**src/rtl/knn_topk_select_pkg.sv**
```systemverilog
// Shared types for the k-nearest-neighbour top-K selector: FSM states and the
// sorted-list entry. Entry widths are fixed here and must match the top parameters.
package knn_pkg;

  localparam int KNN_SIZE  = 32;
  localparam int KNN_CLSTR = 2;
  localparam int KNN_K     = 3;
  localparam int KNN_IDX_W = 8;

  typedef enum logic [1:0] {IDLE, ACCEPT, INSERT, DONE} knn_state_t;

  typedef struct packed {
    logic                 vld;
    logic [KNN_SIZE-1:0]  dst;
    logic [KNN_IDX_W-1:0] idx;
  } knn_entry_t;

endpackage

```
**src/rtl/knn_topk_select_if.sv**
```systemverilog
// Beat stream from the cluster distance stage: CLSTR_SIZE distances per
// handshake, tagged with the point index of lane 0.
interface knn_topk_select_if
  import knn_pkg::*;
#(
  parameter int SIZE       = KNN_SIZE,
  parameter int CLSTR_SIZE = KNN_CLSTR,
  parameter int IDX_W      = KNN_IDX_W
);
  logic                             in_valid;
  logic                             in_ready;
  logic [CLSTR_SIZE-1:0][SIZE-1:0]  in_dst;
  logic [IDX_W-1:0]                 in_base_idx;
  logic                             in_last;

  modport master (output in_valid, in_dst, in_base_idx, in_last, input in_ready);
  modport slave  (input in_valid, in_dst, in_base_idx, in_last, output in_ready);
endinterface

```
**src/rtl/knn_topk_select_slot.sv**
```systemverilog
// One position of the sorted top-K list: decides whether the candidate lands
// here and selects hold / candidate / shifted-in neighbour for the next value.
module knn_topk_slot
  import knn_pkg::*;
(
  input  logic       ins,
  input  logic       take_prev,
  input  knn_entry_t cand,
  input  knn_entry_t cur,
  input  knn_entry_t prev,
  output logic       take,
  output knn_entry_t nxt
);

  // Strict compare keeps an earlier-arriving equal distance ahead of the candidate.
  always_comb begin
    take = ins && (!cur.vld || (cand.dst < cur.dst));
    nxt  = cur;
    if (take_prev) begin
      nxt = prev;
    end else if (take) begin
      nxt = cand;
    end
  end

endmodule

```
**src/rtl/knn_topk_select.sv**
```systemverilog
// Running top-K (smallest distance) selector: accepts beats of CLSTR_SIZE
// distances, inserts one lane per cycle into a sorted list, holds the result.
module knn_topk_select
  import knn_pkg::*;
#(
  parameter int SIZE       = KNN_SIZE,
  parameter int CLSTR_SIZE = KNN_CLSTR,
  parameter int K          = KNN_K,
  parameter int IDX_W      = KNN_IDX_W
)(
  input  logic                         clk,
  input  logic                         rst,
  input  logic                         start,
  knn_topk_select_if.slave             bus,
  output logic [K-1:0][SIZE-1:0]       knn_dst,
  output logic [K-1:0][IDX_W-1:0]      knn_idx,
  output logic [$clog2(K+1)-1:0]       knn_cnt,
  output logic                         done
);

  localparam int LANE_W = (CLSTR_SIZE > 1) ? $clog2(CLSTR_SIZE) : 1;
  localparam int CNT_W  = $clog2(K+1);

  knn_state_t                       state, state_nxt;
  logic [LANE_W-1:0]                lane;
  logic [CLSTR_SIZE-1:0][SIZE-1:0]  hold_dst;
  logic [IDX_W-1:0]                 hold_base;
  logic                             hold_last;
  logic                             load, ins, clr;
  logic [CNT_W-1:0]                 cnt;
  knn_entry_t                       cand;
  knn_entry_t                       ent     [K];
  knn_entry_t                       ent_nxt [K];
  logic [K-1:0]                     take;

  always_ff @(posedge clk or posedge rst) begin
    if (rst) begin
      state <= IDLE;
      lane  <= '0;
    end else begin
      state <= state_nxt;
      if (load) begin
        lane <= '0;
      end else if (ins) begin
        lane <= lane + 1'b1;
      end
    end
  end

  // start overrides any handshake or insert pending in the same cycle
  always_comb begin
    state_nxt    = state;
    bus.in_ready = (state == ACCEPT);
    done         = (state == DONE);
    load         = 1'b0;
    ins          = 1'b0;
    clr          = 1'b0;
    if (start) begin
      clr       = 1'b1;
      state_nxt = ACCEPT;
    end else begin
      case (state)
        IDLE: begin
        end
        ACCEPT: begin
          if (bus.in_valid) begin
            load      = 1'b1;
            state_nxt = INSERT;
          end
        end
        INSERT: begin
          ins = 1'b1;
          if (lane == LANE_W'(CLSTR_SIZE - 1)) begin
            state_nxt = hold_last ? DONE : ACCEPT;
          end
        end
        DONE: begin
        end
        default: state_nxt = IDLE;
      endcase
    end
  end

  always_ff @(posedge clk) begin
    if (load) begin
      hold_dst  <= bus.in_dst;
      hold_base <= bus.in_base_idx;
      hold_last <= bus.in_last;
    end
  end

  // Point index wraps modulo 2^IDX_W.
  always_comb begin
    cand     = '0;
    cand.vld = 1'b1;
    cand.dst = hold_dst[lane];
    cand.idx = hold_base + IDX_W'(lane);
  end

  for (genvar j = 0; j < K; j++) begin : g_slot
    knn_entry_t prev_e;
    logic       take_prev;
    if (j == 0) begin : g_head
      assign prev_e    = cand;
      assign take_prev = 1'b0;
    end else begin : g_body
      assign prev_e    = ent[j-1];
      assign take_prev = take[j-1];
    end

    knn_topk_slot u_slot (
      .ins       (ins),
      .take_prev (take_prev),
      .cand      (cand),
      .cur       (ent[j]),
      .prev      (prev_e),
      .take      (take[j]),
      .nxt       (ent_nxt[j])
    );

    assign knn_dst[j] = ent[j].dst;
    assign knn_idx[j] = ent[j].idx;
  end

  always_ff @(posedge clk or posedge rst) begin
    if (rst) begin
      for (int j = 0; j < K; j++) ent[j] <= '0;
      cnt <= '0;
    end else if (clr) begin
      for (int j = 0; j < K; j++) ent[j] <= '{vld: 1'b0, dst: '1, idx: '0};
      cnt <= '0;
    end else if (ins) begin
      for (int j = 0; j < K; j++) ent[j] <= ent_nxt[j];
      if (cnt != CNT_W'(K)) cnt <= cnt + 1'b1;
    end
  end

  assign knn_cnt = cnt;

endmodule

```
**src/flat_wrapper.sv**
```systemverilog
// flat-port wrapper written by rule: the top's interface ports become plain ports
module knn_topk_select_flat import knn_pkg::*;
#(
  parameter int SIZE       = KNN_SIZE,
  parameter int CLSTR_SIZE = KNN_CLSTR,
  parameter int K          = KNN_K,
  parameter int IDX_W      = KNN_IDX_W
)
  (clk, rst, start, knn_dst, knn_idx, knn_cnt, done, bus_in_valid, bus_in_dst, bus_in_base_idx, bus_in_last, bus_in_ready);
  knn_topk_select_if #(.SIZE(SIZE), .CLSTR_SIZE(CLSTR_SIZE), .IDX_W(IDX_W)) bus_i ();
  input  logic clk;
  input  logic rst;
  input  logic start;
  output logic [K-1:0][SIZE-1:0] knn_dst;
  output logic [K-1:0][IDX_W-1:0] knn_idx;
  output logic [$clog2(K+1)-1:0] knn_cnt;
  output logic done;
  input wire logic [$bits(bus_i.in_valid)-1:0] bus_in_valid;
  input wire logic [$bits(bus_i.in_dst)-1:0] bus_in_dst;
  input wire logic [$bits(bus_i.in_base_idx)-1:0] bus_in_base_idx;
  input wire logic [$bits(bus_i.in_last)-1:0] bus_in_last;
  output wire logic [$bits(bus_i.in_ready)-1:0] bus_in_ready;
  assign bus_i.in_valid = bus_in_valid;
  assign bus_i.in_dst = bus_in_dst;
  assign bus_i.in_base_idx = bus_in_base_idx;
  assign bus_i.in_last = bus_in_last;
  assign bus_in_ready = bus_i.in_ready;
  knn_topk_select #(.SIZE(SIZE), .CLSTR_SIZE(CLSTR_SIZE), .K(K), .IDX_W(IDX_W)) u_core (.clk(clk), .rst(rst), .start(start), .bus(bus_i), .knn_dst(knn_dst), .knn_idx(knn_idx), .knn_cnt(knn_cnt), .done(done));
endmodule
```
**config.mk**
```make
export PLATFORM = sky130hd
export DESIGN_NAME = knn_topk_select_flat
export DESIGN_NICKNAME = d
export VERILOG_FILES = /design/src/rtl/knn_topk_select_pkg.sv /design/src/rtl/knn_topk_select_if.sv /design/src/rtl/knn_topk_select_slot.sv /design/src/rtl/knn_topk_select.sv /design/src/flat_wrapper.sv
export SDC_FILE = /design/constraint.sdc
export NUM_CORES = 1
export LEC_CHECK = 0
export CAP_MARGIN = 20
export CORE_AREA = 10 10 173 175
export CTS_BUF_LIST = sky130_fd_sc_hd__clkbuf_4 sky130_fd_sc_hd__clkbuf_8 sky130_fd_sc_hd__clkbuf_16
export DETAILED_ROUTE_END_ITERATION = 12
export DIE_AREA = 0 0 183 185
export GPL_TIMING_DRIVEN = 0
export PLACE_DENSITY = 0.69
export SKIP_LAST_GASP = 1
export SLEW_MARGIN = 15
export SYNTH_ARGS = -nofsm -noshare
export SYNTH_HDL_FRONTEND = slang
export SYNTH_SLANG_ARGS = --single-unit
```
**constraint.sdc**
```tcl
create_clock -name clk -period 12.6 [get_ports clk]
set_input_delay 2.52 -clock clk [delete_from_list [all_inputs] [get_ports clk]]
set_output_delay 2.52 -clock clk [all_outputs]
set_load 0.03 [all_outputs]
```
==> run summary, run 1 <==
Status: finished, final reports clean
Static Leak: 0.006885 uW
Synthesis-to-layout area growth: 28.00%
Critical path class: input port to flop
Synthesized area: 11760 um2
Final period util: 0.3894
Die height: 185 um
Worst reg2reg endpoint: u_core.knn_dst[47]
Endpoints failing setup: 0
Hold slack: 0.5136 ns
HPWL Detailed: 24.68 mm
Setup_tns: 0 ns
Avg WL per Cell: 19.62 um
Async S/R FF share, synth: 0.6368
Vias: 8828
Total Routing Usage GR: 0.1923
Minimum clock period after layout: 4.906 ns
Max Clk Rate: 203.8 MHz
Vias in the first global route: 9297
Fin nets: 1485
Max_slew headroom: 0.4258
DP Area: 14250 um2
Post-Syn Nets: 1257
CORE AREA: 26580 um2
CTS Buf Count: 24
Rows: 60
First-pass GRT wire length: 51.83 mm
Hold Crit Start: u_core.knn_idx[8]
Post-CTS setup repair buffer count: 0
Antenna viol nets, final: 0
Post-synth EDFFs: 73
Worst hold path class: flop to flop
Clk Latency, worst-skew pair: 0.53 ns
H-tree levels: 1
Max FO, Critical Path: 10
Most common cell after layout, fill and taps aside: clkdlybuf4s50_1
GRT overflow: 0
GP Congestion: 0.8556
Final Max Slew Viols: 0
Port Buf Inserts: 200
Worst setup SP type: input port
Initial core utilization: 0.4425
R2r startpoint: u_core.lane
Ys flop type: dfrtp_1
Total wire length: 32.78 mm
Via/cell ratio: 5.283
VDD IR max: 0.0001210 V
Share of layout cells above drive strength 1: 0.2083
Crit path DAT: 5.34 ns
TritonRoute pass-1 iters: 5
Initial antenna violation count: 0
Placement Setup Slack: 7.192 ns
Initial DRC count: 511
Worst Hold Path EP: u_core.knn_idx[8]
Final hold violation count: 0
Register area share after synthesis: 0.4588
RSZ-0062 raised after global routing: no
CTS tree: built
Largest net degree at the start of global routing: 70
Clock Sinks: 201
Die footprint: 33860 um2
Reg clk slew, reported paths: 0.06 ns
Max-Cap Viols: 0
Mean post-synth cell area: 10.85 um2
Hold Crit Depth: 1
Post-route setup slack: 7.694 ns
Reg2Reg Depth: 13
Slew @ Worst Pin: 0.8612 ns
CTS hold repair buffers: 0
Final instance area: 15050 um2
Clock Path Buffers: 3
Post-Syn Instances: 1084
YS warnings: 0
DRC viols: 0
PostCTS Resize Cnt: 0
Pwr Density: 146.3 nW/um2
Die outline width: 183 um
Seq cells post-synth: 201
Crit path capture type: flop
Root Buffer: clkbuf_16
Io pins: 201
Clk_skew: 0.01388 ns
Flop2flop setup slack: 7.88 ns
Number of library cell types mapped by synthesis: 68
CP required: 13.03 ns
Most frequent cells in the layout: 200 x clkdlybuf4s50_1, 128 x buf_4, 128 x dfrtp_1
N_diodes: 0
area by class of cell:
cell class | instances | area (um2)
flip-flops and latches | 201 | 5395
repair buffers | 202 | 2049
clock buffers | 33 | 704.4
well taps | 341 | 426.7
inverters | 108 | 412.9
plain buffers | 169 | 1191
clock inverters | 11 | 100.1
multi-input cells | 606 | 4773
fillers | 2352 | 11520
power by group:
group          total, uW  internal [uW]  switching [uW]  leakage, uW
logic                722            322             400      0.00448
registers            775            737            38.3      0.00200
clock network        705            430             275     0.000407
synthesized netlist by cell type (5+ instances only):
cell / count / area, um2
a32oi_1: 32 / 280.3
a21o_1: 9 / 67.56
clkbuf_1: 14 / 52.55
and4_1: 5 / 43.79
nor2_1: 22 / 82.58
a2bb2oi_1: 64 / 560.5
a22o_1: 7 / 61.31
edfxtp_1: 73 / 2192
o2bb2ai_1: 12 / 105.1
mux2i_1: 7 / 70.07
o22ai_1: 6 / 37.54
nand4_1: 11 / 68.82
buf_4: 128 / 960.9
nor3_1: 39 / 195.2
nand2_1: 92 / 345.3
a21oi_1: 46 / 230.2
buf_2: 19 / 95.09
dfrtp_1: 128 / 3203
mux2_2: 39 / 439.2
o21ai_0: 16 / 80.08
buf_6: 7 / 78.83
nand3_1: 12 / 60.06
inv_1: 108 / 405.4
ha_1: 96 / 1201
a21oi_2: 19 / 166.4
cells by family after synthesis:
family	Yosys count	share of synthesized area
AO/OA/AOI/OAI	249	0.1675
XOR/XNOR	8	0.005957
adder cells (fa/ha/maj)	96	0.1021
buffers and inverters	277	0.1358
flip-flops	201	0.4588
multiplexers	47	0.04522
AND/OR/NAND/NOR	206	0.08469
metal layers:
| layer | global-route usage | part of all wire |
|---|---|---|
| met1 | 0.2481 | 0.44 |
| met4 | 0.05705 | 0.025 |
| met2 | 0.3216 | 0.48 |
| met3 | 0.03546 | 0.055 |
| met5 | 0 | 0 |
registers in the layout (all words and copies together) (netlist names):
| register | count |
|---|---|
| u_core.hold_dst | 64 |
| u_core.knn_dst | 96 |
| u_core.knn_cnt | 2 |
| u_core.hold_base | 8 |
| u_core.lane | 1 |
| u_core.hold_last | 1 |
| u_core.knn_idx | 24 |
| u_core.ent | 3 |
| u_core.state | 2 |
how the worst max path moves through the flow:
stage | depth (start not counted) | from | slack [ns] | to
global route | 13 | u_core.lane | 7.39 | u_core.knn_dst[63]
detailed placement | 9 | start | 7.19 | u_core.knn_dst[57]
finish | 9 | start | 7.69 | u_core.knn_dst[48]
CTS | 9 | start | 7.74 | u_core.knn_dst[57]
global placement | 2 | rst | 4.47 | u_core.knn_idx[22]
floorplan | 1 | rst | 6.67 | u_core.ent[122]
through the flow:
step / utilization / instances / total power [uW]
2_1_floorplan: - / 1084 / 1267
4_1_cts: 0.5664 / 1671 / 2226
3_5_place_dp: 0.5362 / 1627 / 1510
6_report: 0.5664 / 1671 / 2202
3_3_place_gp: 0.5339 / 1625 / 1496
5_1_grt: 0.5664 / 1671 / 2321
worst max-delay path, cell delays in order:
cell             delay, ns
clkdlybuf4s50_1       0.51
nor3b_2               0.42
o211ai_1              0.15
a21oi_1               0.16
o21ai_1               0.21
a211oi_4              0.58
clkbuf_1              0.47
nand2_1               0.11
a32oi_1               0.21
Power figures use the tool's default switching activity.
==> inputs of run 2 (changes only) <==
- clock period: 12.6 -> 4.9 ns (I/O delays scaled with it)
==> run 2 against run 1 <==
  * First-iteration DRC count increased by 6.8%
  * Total power increased to 2.6 times the previous value
  * Via count stayed put
  * Clock-buffer cell count stayed put
  * Worst hold slack worse by 0.00060 ns
  * Register-to-register slack got worse by 7.5 ns
  * Flip-flop and latch count is the same
  * Clock power increased to 2.6 times the previous value
  * Critical path depth rose by 3
  * Critical path type is now flop to flop
  * Largest power group unchanged
  * Highest routed layer unchanged
==> run summary, run 2 (same netlist as run 1, synthesis figures left out) <==
Flop2flop setup slack: 0.33 ns (was 7.88 ns)
Buf/Inv on CP: 3 (was 2)
Avg WL per Cell: 19.68 um (was 19.62 um)
Max-Cap Viols: 0 (unchanged)
Reg clk slew, reported paths: 0.06 ns (about the same)
Pwr Density: 376.3 nW/um2 (was 146.3 nW/um2)
Worst setup SP type: flop (was input port)
Status: finished, final reports clean (unchanged)
Vias in the first global route: 9297 (unchanged)
Slew @ Worst Pin: 0.6993 ns (was 0.8612 ns)
Final hold violation count: 0 (unchanged)
Endpoints failing setup: 0 (unchanged)
Fillers: 2350 (was 2352)
N_diodes: 0 (unchanged)
Minimum clock period after layout: 4.567 ns
Vias: 8828 (unchanged)
Rows: 60 (unchanged)
CP top delay family: compound AO/OA/AOI/OAI gates (unchanged)
Final Max Slew Viols: 0 (unchanged)
CORE AREA: 26580 um2 (unchanged)
Max FO, Critical Path: 17 (was 10)
Largest register FFs: 96 (unchanged)
Total wire length: 32.87 mm (was 32.78 mm)
Final period util: 0.9321
Critical path class: flop to flop (was input port to flop)
Most common cell after layout, fill and taps aside: clkdlybuf4s50_1 (unchanged)
Most frequent cells in the layout: 200 x clkdlybuf4s50_1, 128 x buf_4, 128 x dfrtp_1 (unchanged)
Critical Path Most Common Cell: clkbuf_1
HPWL Detailed: 24.68 mm (unchanged)
Synthesis-to-layout area growth: 28.03% (was 28.00%)
Initial core utilization: 0.4425 (unchanged)
Initial antenna violation count: 0 (unchanged)
Die height: 185 um (unchanged)
Total Routing Usage GR: 0.1923 (unchanged)
Port Buf Inserts: 200 (unchanged)
H-tree levels: 1 (unchanged)
Post-route setup slack: 0.3327 ns (was 7.694 ns)
Crit path DAT: 5.00 ns (was 5.34 ns)
Initial DRC count: 546 (was 511)
Clock Path Buffers: 3 (unchanged)
Max_slew headroom: 0.5338 (was 0.4258)
Crit path capture type: flop (unchanged)
GRT overflow: 0 (unchanged)
Final instance area: 15060 um2 (was 15050 um2)
CTS tree: built (unchanged)
Critical path cell sequence: buf_6 > clkbuf_1 > mux2_2 > ha_1 > a21oi_1 > o21ai_0 > a221oi_1 > nor3_1 > a211oi_4 > clkbuf_1 > nand2_1 > a32oi_1 (was clkdlybuf4s50_1 > nor3b_2 > o211ai_1 > a21oi_1 > o21ai_1 > a211oi_4 > clkbuf_1 > nand2_1 > a32oi_1)
TritonRoute pass-1 iters: 5 (unchanged)
Die footprint: 33860 um2 (unchanged)
Via/cell ratio: 5.286 (was 5.283)
Io pins: 201 (unchanged)
Root Buffer: clkbuf_16 (unchanged)
Antenna viol nets, final: 0 (unchanged)
RSZ-0062 raised after global routing: no (unchanged)
CTS Buf Count: 24 (unchanged)
Largest net degree at the start of global routing: 70 (unchanged)
DP Area: 14250 um2 (unchanged)
DRC viols: 0 (unchanged)
Clk Latency, worst-skew pair: 0.53 ns (about the same)
Clock Sinks: 201 (unchanged)
Clk_skew: 0.01401 ns (was 0.01388 ns)
Fin nets: 1484 (was 1485)
Delay of the slowest critical-path stage: 0.59 ns (was 0.58 ns)
Die outline width: 183 um (unchanged)
CTS hold repair buffers: 0 (unchanged)
Static Leak: 0.006888 uW (was 0.006885 uW)
Slowest-stage cell, CP: a221oi_1 (was a211oi_4)
VDD IR max: 0.0003097 V (was 0.0001210 V)
CP required: 5.33 ns (was 13.03 ns)
Max Clk Rate: 218.9 MHz
First-pass GRT wire length: 51.83 mm (unchanged)
Share of layout cells above drive strength 1: 0.2099 (was 0.2083)
Placement Setup Slack: 0.1781 ns (was 7.192 ns)
Worst hold path class: flop to flop (unchanged)
GP Congestion: 0.8556 (unchanged)
[run 2: timing repair]
item	in CTS	in global routing
setup endpoints to repair	0	27
gates resized for setup	0	4
buffers inserted	0	0
[run 2: per-layer routing]
metal	track usage	up-vias	wire (um)
li1	-	4244	-
met1	0.2481	4316	14620
met2	0.3216	216	15750
met3	0.03546	52	1663
met4	0.05705	0	831
met5	0	-	0
[run 2: worst paths after layout]
path,start,end,depth (start not counted)
worst min-delay path,u_core.knn_idx[16],u_core.knn_idx[16],2
worst max register to register,u_core.lane,u_core.knn_dst[54],12
worst max-delay path,u_core.lane,u_core.knn_dst[54],12
min in group asynchronous,rst,u_core.knn_dst[18],2
worst min register to register,u_core.knn_idx[16],u_core.knn_idx[16],2
max in group asynchronous,rst,u_core.knn_idx[6],3
[run 2: layout make-up]
cell class | instances | area (um2) | area share
Timing Repair Buffer | 202 | 2049 | 0.1361
Sequential cell | 201 | 5395 | 0.3583
Multi-Input combinational cell | 606 | 4780 | 0.3174
Clock inverter | 11 | 100.1 | 0.006648
Inverter | 108 | 412.9 | 0.02742
Buffer | 168 | 1189 | 0.07894
Tap cell | 341 | 426.7 | 0.02834
Clock buffer | 33 | 704.4 | 0.04678
[run 2: report_power, final]
| part | internal [uW] | leakage (uW) | switching, uW |
|---|---|---|---|
| logic | 827 | 0.00448 | 1030 |
| registers | 1900 | 0.00200 | 98.8 |
| clock network | 1100 | 0.000407 | 709 |
| total | 3830 | 0.00689 | 1840 |
[run 2: tightest hold or removal path, cell delays in order, from the launching register on]
cell	delay [ns]
dfrtp_1	0.37
inv_1	0.05
o2bb2ai_1	0.05
[run 2: through the flow]
stage | hold slack (ns) | power, uW | std cells | utilization | setup TNS (ns)
2_1_floorplan | 0.4709 | 3257 | 1084 | - | 0
3_3_place_gp | 0.4912 | 3847 | 1625 | 0.5339 | -214.60
3_5_place_dp | 0.5004 | 3884 | 1627 | 0.5362 | 0
4_1_cts | 0.5169 | 5724 | 1671 | 0.5664 | 0
5_1_grt | 0.5341 | 5967 | 1670 | 0.5666 | 0
6_report | 0.5130 | 5665 | 1670 | 0.5666 | 0
==> RTL edit (flow settings as in run 2) <==
The 4 states of `knn_state_t` get a one-hot encoding in 4 bits.
--- a/src/rtl/knn_topk_select_pkg.sv
+++ b/src/rtl/knn_topk_select_pkg.sv
@@ -7,7 +7,7 @@
   localparam int KNN_K     = 3;
   localparam int KNN_IDX_W = 8;
 
-  typedef enum logic [1:0] {IDLE, ACCEPT, INSERT, DONE} knn_state_t;
+  typedef enum logic [3:0] {IDLE = 4'b0001, ACCEPT = 4'b0010, INSERT = 4'b0100, DONE = 4'b1000} knn_state_t;
 
   typedef struct packed {
     logic                 vld;
Behaviour: same outputs for any inputs over 4 cycles, from zero or initial values and one cycle with rst high; so few cycles prove little.
==> RTL edit against run 2 <==
Final area rose by 0.96%. Power rose by 21%. Critical path type unchanged. Critical path depth shrank 1. Setup slack worse by 0.00075 ns. First-iteration DRC count down 17%. Combinational power up 58%. Wire length decreased by 2.3%. Area after synthesis is 1.5% higher. Sequential cell count increased by 2.
==> RTL edit: results (changes against run 2) <==
INFO  status         result_of_the_run=finished, final reports clean [unchanged]
INFO  power          pwr.group.sequential=2210uW [was 1990 uW]
INFO  cells_and_area multi_input_gate_area=0.00498mm2 [was 0.00478 mm2]
INFO  synth          syn_avg_cell_area=11.3um2 [was 10.8 um2]
INFO  synth          synth_common_cells=129 x dfrtp_1, 126 x buf_4, 108 x inv_1, 96 x ha_1, 92 x mux2i_1 [was 128 x buf_4, 128 x dfrtp_1, 108 x inv_1, 96 x ha_1, 92 x nand2_1]
INFO  timing         worst_slew_margin_rel=53.2% [was 53.4%]
INFO  worst_setup_path reg2reg_end=u_core.knn_dst[3]$_DFFE_PP0P_ [was u_core.knn_dst[54]$_DFFE_PP0P_]
INFO  drt            m1WireLength=14.4mm [was 14.6 mm]
INFO  worst_setup_path worst_r2r_path_depth=11 [was 12]
INFO  worst_setup_path path_max_fanout=10 [was 17]
INFO  cells_and_area finish.net_count=1454 [was 1484]
INFO  power          pwr.group.combinational=2940uW [was 1860 uW]
INFO  synth          synth_top_cells_by_area=dfrtp_1 27%, edfxtp_1 18%, ha_1 10% [was dfrtp_1 27%, edfxtp_1 19%, ha_1 10%]
INFO  cells_and_area non_clock_buffering_overhead_in_the_final_layout=20.9% [was 21.5%]
INFO  synth          synth-seq-area-share=45.6% [was 45.9%]
INFO  drt            post_drt_wl_per_cell=19.6um [was 19.7 um]
INFO  worst_setup_path critPathArrivalTime=4.96ns [was 5.00 ns]
INFO  placed_design  post_dp_cell_area=0.0144mm2 [was 0.0142 mm2]
INFO  synth          asyncSetResetFlopFracSynth=64.0% [was 63.7%]
INFO  grt            grt_use_met1=24.7% [was 24.8%]
INFO  power          ir_drop=0.000261V [was 0.000310 V]
INFO  placed_design  place_inst=1596 [was 1627]
INFO  synth          syn-num-nets=1226 [was 1257]
INFO  cells_and_area area_growth=27.4% [was 28.0%]
INFO  placed_design  routability_congestion_estimate=0.865 [was 0.856]
INFO  worst_hold_path worst_hold_startpoint=u_core.knn_idx[22]$_DFFE_PP0P_ [was u_core.knn_idx[16]$_DFFE_PP0P_]
INFO  worst_setup_path ff2ff_setup_slack=0.33ns [about the same]
INFO  power          total_leakage_power=0.00724uW [was 0.00689 uW]
INFO  synth          synth-adder-area-share=10.1% [was 10.2%]
INFO  grt            grtUsageMet2=31.0% [was 32.2%]
INFO  synth          post_synthesis_compound_gate_area_fraction=9.47% [was 16.7%]
INFO  drt            detailroute.via_count=8475 [was 8828]
INFO  cts            cts_resized=1 [was 0]
INFO  drt            initialDrtViolationCount=452 [was 546]
INFO  cells_and_area fill_cells=2330 [was 2350]
INFO  drt            post_drt_via_cell_ratio=5.17 [was 5.29]
INFO  synth          ys_ff_latch=203 [was 201]
RTL edit: critical path: stages, from the launching register on:
cell	delay, ns
dfrtp_1	0.37
buf_6	0.21
clkbuf_1	0.49
mux2_2	0.46
ha_1	0.32
and4_1	0.22
a221o_1	0.31
a211oi_1	0.42
o22ai_1	0.19
a31oi_2	0.60
buf_2	0.46
mux2_2	0.38
RTL edit: how the worst max path moves through the flow:
stage | to | slack (ns) | cells after the start
floorplan | u_core.ent[122]$_DFFE_PP0P_ | 0.45 | 1
global placement | u_core.knn_dst[69]$_DFFE_PP0P_ | -1.78 | 2
detailed placement | u_core.knn_dst[72]$_DFFE_PP0P_ | -0.30 | 14
CTS | u_core.knn_dst[72]$_DFFE_PP0P_ | 0.007 | 14
global route | u_core.knn_dst[11]$_DFFE_PP0P_ | 0.003 | 11
finish | u_core.knn_dst[3]$_DFFE_PP0P_ | 0.33 | 11
